<file path="config.mk">
export PLATFORM = sky130hd
export DESIGN_NAME = fifo_wptr_full
export DESIGN_NICKNAME = d
export VERILOG_FILES = /design/src/rtl/fifo_pkg.sv /design/src/rtl/fifo_gray2bin.sv /design/src/rtl/fifo_wptr_full.sv
export SDC_FILE = /design/constraint.sdc
export NUM_CORES = 1
export LEC_CHECK = 0
export CORE_MARGIN = 5
export CORE_UTILIZATION = 38
export CTS_BUF_LIST = sky130_fd_sc_hd__clkbuf_8
export CTS_CLUSTER_DIAMETER = 80
export DETAILED_ROUTE_END_ITERATION = 8
export GPL_TIMING_DRIVEN = 0
export MAX_ROUTING_LAYER = met4
export PLACE_DENSITY_LB_ADDON = 0.15
export SLEW_MARGIN = 20
export SYNTH_ARGS = -nofsm -noshare
export SYNTH_HDL_FRONTEND = slang
export SYNTH_HIERARCHICAL = 1
export SYNTH_SLANG_ARGS = --single-unit
</file>
<file path="constraint.sdc">
create_clock -name clk -period 2.1 [get_ports clk]
set_clock_uncertainty 0.2 [all_clocks]
set_input_delay 0.42 -clock clk [delete_from_list [all_inputs] [get_ports clk]]
set_output_delay 0.42 -clock clk [all_outputs]
set_load 0.02 [all_outputs]
</file>
<file path="src/rtl/fifo_pkg.sv">
// Shared dual-clock FIFO helpers: depth derivation and Gray/binary conversion.
// Used by both the write-side and read-side pointer blocks.
package fifo_pkg;

  function automatic int unsigned depth_of(input int unsigned aw);
    return 32'd1 << aw;
  endfunction

  function automatic logic [31:0] bin2gray(input logic [31:0] b);
    return b ^ (b >> 1);
  endfunction

  // Each binary bit is the XOR of all Gray bits at or above it.
  function automatic logic [31:0] gray2bin(
    input logic [31:0] g,
    input int unsigned w
  );
    logic [31:0] b;
    b = '0;
    for (int i = 31; i >= 0; i--) begin
      if (i < 31) b[i] = b[i+1] ^ g[i];
      else        b[i] = g[i];
      if (i >= int'(w)) b[i] = 1'b0;
    end
    return b;
  endfunction

endpackage

</file>
<file path="src/rtl/fifo_gray2bin.sv">
// Combinational Gray-to-binary converter (XOR prefix from the MSB down).
// Shared by the write-side and read-side pointer blocks.
module fifo_gray2bin #(
  parameter int W = 4
) (
  input  logic [W-1:0] gray_i,
  output logic [W-1:0] bin_o
);

  for (genvar i = 0; i < W; i++) begin : g_bit
    assign bin_o[i] = ^gray_i[W-1:i];
  end

endmodule

</file>
<file path="src/rtl/fifo_wptr_full.sv">
// Write-domain pointer, Gray publish and full/overflow flags for the async FIFO.
// Optional registered almost_full is built only with FIFO_ALMOST_FULL_EN.
module fifo_wptr_full
  import fifo_pkg::*;
#(
  parameter int ADDR_WIDTH = 4,
  parameter int AF_MARGIN  = 2
) (
  input  logic                  clk,
  input  logic                  rst,
  input  logic                  winc,
  input  logic [ADDR_WIDTH:0]   rgray_sync,
  output logic                  wen,
  output logic [ADDR_WIDTH-1:0] waddr,
  output logic [ADDR_WIDTH:0]   wgray,
  output logic                  full,
  output logic                  overflow,
  output logic                  almost_full
);

  localparam int PW    = ADDR_WIDTH + 1;
  localparam int DEPTH = int'(depth_of(ADDR_WIDTH));

  logic [PW-1:0] wbin_q, wbin_d;
  logic [PW-1:0] wgray_q, wgray_d;
  logic [PW-1:0] rgray_full;
  logic          full_q, full_d;
  logic          ovf_q, ovf_d;
  logic          af_d;
  logic          accept;

  assign accept = winc & ~full_q;
  assign wbin_d = wbin_q + PW'(accept);
  assign wgray_d = PW'(bin2gray(32'(wbin_d)));

  // Full when the write pointer is exactly one lap ahead of the read pointer.
  assign rgray_full = {~rgray_sync[ADDR_WIDTH:ADDR_WIDTH-1],
                       rgray_sync[ADDR_WIDTH-2:0]};
  assign full_d = (wgray_d == rgray_full);
  assign ovf_d  = winc & full_q;

`ifdef FIFO_ALMOST_FULL_EN
  logic [PW-1:0] rbin;
  logic [PW-1:0] level;
  logic          af_q;

  fifo_gray2bin #(.W(PW)) u_g2b (
    .gray_i (rgray_sync),
    .bin_o  (rbin)
  );

  assign level = wbin_d - rbin;
  assign af_d  = full_d | (level >= PW'(DEPTH - AF_MARGIN));

  always_ff @(posedge clk) begin
    if (rst) af_q <= 1'b0;
    else     af_q <= af_d;
  end

  assign almost_full = af_q;
`else
  assign af_d        = 1'b0;
  assign almost_full = af_d;
`endif

  always_ff @(posedge clk) begin
    if (rst) begin
      wbin_q  <= '0;
      wgray_q <= '0;
      full_q  <= 1'b0;
      ovf_q   <= 1'b0;
    end else begin
      wbin_q  <= wbin_d;
      wgray_q <= wgray_d;
      full_q  <= full_d;
      ovf_q   <= ovf_d;
    end
  end

  assign wen      = accept;
  assign waddr    = wbin_q[ADDR_WIDTH-1:0];
  assign wgray    = wgray_q;
  assign full     = full_q;
  assign overflow = ovf_q;

endmodule

</file>
==> summary.txt <==
Route
  • DRT iter0 DRCs: 0
  • Drt pass-1 iters: 1
  • Vias post-DR: 407
  • Routed len/inst: 10.9 µm
  • Detailed Route WL: 991 µm
  • Avg Vias per Cell: 4.47
  • Routed Antenna Nets: 0
  • Drt drc: 0

Power
  • Pwr Density: 701 nW/µm²
  • Psw: 147 µW
  • Max IR drop VDD: 0.000448 V
  • Combinational power share: 25.7%
  • Switching share of power: 25.1%
  • P_int: 437 µW
  • Lkg Pwr: 0.322 nW
  • Reg power frac: 39.3%
  • Clk pwr share: 35.0%

Synth
  • Ys Warns: 6
  • #FFs+latches synth: 11
  • Top post-synthesis cells by count: dfxtp_1, xnor2_1, nor2_1
  • EDFF count, synth: 0
  • Share of the synthesized area in the top cell type: 42.6%
  • Syn_area_per_cell: 10.1 µm²
  • Top post-synthesis cells by area: dfxtp_1, xnor2_1, xor2_1
  • Cell Area, Synth: 517 µm²
  • Syn nets: 61
  • Syn Inst Count: 51
  • Unique masters post-synth: 18
  • Fraction of registers with async set or reset after synthesis: 0%
  • Synth area leader: dfxtp_1
  • Ys flop type: dfxtp_1
  • Top-count cell post-synth: dfxtp_1
  • Post-synthesis sequential area ratio: 42.6%

Finish
  • Fin util: 63.9%
  • Final net count: 87
  • Layout area overhead: 61.0%
  • Sequential Area: 221 µm²
  • Share of layout cells above drive strength 1: 17.1%
  • N_diodes: 0
  • Multi-input combinational cell area: 329 µm²
  • Fill cells: 116
  • Finished Layout Cells: 91

STA
  • Final period util: 94.6%
  • Final setup vio count: 0
  • Final hold slack: 0.243 ns
  • Fmax: 503 MHz
  • Max Slew Vio Count: 0
  • RSZ-0062 raised after global routing: no
  • Final Hold Fails: 0
  • Minimum clock period: 1.99 ns

Clock network
  • CTS root buffer: clkbuf_8
  • Longest Clk Path Bufs: 2
  • CTS tree: done
  • Clock Latency Late Sink: 0.24 ns
  • H-tree depth: 1
  • Cts hold-fix bufs: 0
  • Clock edge transition at the registers on the reported setup and hold paths: 0.05 ns
  • Clock Sink Count: 11
  • CTS buffer count: 3

Die
  • Die W: 46.9 µm
  • Io pins: 21
  • Die area: 2200 µm²
  • Die Span Y: 46.9 µm
  • Starting Density: 39.7%
  • Row count: 13
  • Core Area: 1300 µm²

Worst setup path
  • CP endpoint kind: primary output
  • CP top delay family: buffers and inverters
  • CP max-delay cell: clkdlybuf4s50_1
  • Setup CP Type: flip-flop to primary output
  • Crit path largest cell delay: 0.66 ns
  • Crit path arrival time: 1.37 ns
  • Critical path fanouts, max: 7
  • Critical Path RT: 1.48 ns
  • WP buf/inv: 1
  • CP Cell Sequence: clkdlybuf4s50_1
  • Worst Setup Start Kind: flip-flop
  • Setup slack, reg-to-reg: 0.22 ns

Flow run
  • Max-Cap Viols: 0

GRT
  • Initial antenna violation count: 0
  • Met2 Resource Use GR: 15.2%
  • Met3 Use GR: 3.45%
  • Largest net degree at the start of global routing: 11
  • Grt ovf: 0
  • Overall routing resource usage: 10.8%
  • Busiest grt layer: met2
  • Met1 usage: 12.5%
  • First-pass GRT wire length: 1540 µm
  • Vias in the first global route: 380

Min path
  • Min-Delay Path Class: input port to flip-flop

Placed design
  • IO Port Bufs: 19
  • GPL Wtd Cong: 0.775
  • Placed Instances: 85

Status
  • Status: finished, final reports clean
## cell usage in the layout (no fill, tap or decap)
cell	instances
dfxtp_2	1
xnor2_1	9
xnor2_4	1
dfxtp_1	10
nand3_1	1
or3_1	1
clkbuf_8	3
o22ai_1	1
clkdlybuf4s50_1	17
nor2b_1	2
xor2_1	4
nand2_1	1
conb_1	1
dlymetal6s2s_1	1
nor4_2	1
and3_1	1
clkbuf_1	1
dlygate4sd2_1	1
nand4_1	1
ha_4	2
xnor2_2	1
buf_4	3
nor2_1	8
nor2b_4	1
inv_1	1
a21boi_0	2
## power by group through the flow
stage	registers [mW]	clock network [mW]	logic, mW
6_report	0.229	0.204	0.150
5_1_grt	0.230	0.225	0.161
4_1_cts	0.229	0.209	0.134
3_5_place_dp	0.233	0	0.133
3_3_place_gp	0.233	0	0.133
2_1_floorplan	0.247	0	0.0708
## sequential cells by signal (all words and copies together), names as in the netlist
name and count:
wbin_q 5, full 1, overflow 1, wgray 4
## cells by family after synthesis
family / after synthesis / share of synthesized area [%]
compound gates: 3 / 4.12
xor+xnor: 15 / 28.3
fa+ha+maj: 2 / 4.84
buf+inv: 2 / 2.18
flops: 11 / 42.6
other cells: 1 / 0.726
simple gates: 17 / 17.2
## metrics by stage
| stage | instance area (µm²) | power, mW | setup WS (ns) | TNS, ns |
|---|---|---|---|---|
| 3_3_place_gp | 759 | 0.366 | -0.467 | -1.04 |
| 6_report | 832 | 0.583 | 0.113 | 0 |
| 3_5_place_dp | 759 | 0.366 | -0.473 | -1.10 |
| 4_1_cts | 811 | 0.573 | -0.206 | -0.206 |
| 5_1_grt | 832 | 0.615 | 0.0848 | 0 |
| 2_1_floorplan | 551 | 0.318 | 0.00696 | 0 |
## final cells by class
cell class / count / share of cell area (%)
Tap cell: 15 / 2.26
Buffer: 2 / 1.35
Sequential cell: 11 / 26.6
Timing Repair Buffer: 21 / 24.8
Clock inverter: 1 / 0.451
Clock buffer: 3 / 4.96
Multi-Input combinational cell: 38 / 39.5
## worst paths after layout
kind / from / endpoint / depth (start not counted)
worst min-delay path: winc / overflow$_SDFF_PP0_ / 3
worst max register to register: full$_SDFF_PP0_ / full$_SDFF_PP0_ / 7
worst max-delay path: wbin_q[2]$_SDFF_PP0_ / waddr[2] / 1
worst min register to register: full$_SDFF_PP0_ / overflow$_SDFF_PP0_ / 2
## metal layers
metal  share of wire (%)  vias to the layer above
met5                   0                        -
met4                 3.4                        0
met3                  12                        5
met2                  41                       15
met1                  43                      174
li1                    -                      213
## repair_timing
action                     4_1_cts  5_1_grt
pin swaps                        0        4
hold endpoints to repair         0        0
setup buffers                    1        1
setup endpoints to repair        2        2
gates resized for setup          1        2
(Power assumes the default switching activity.)
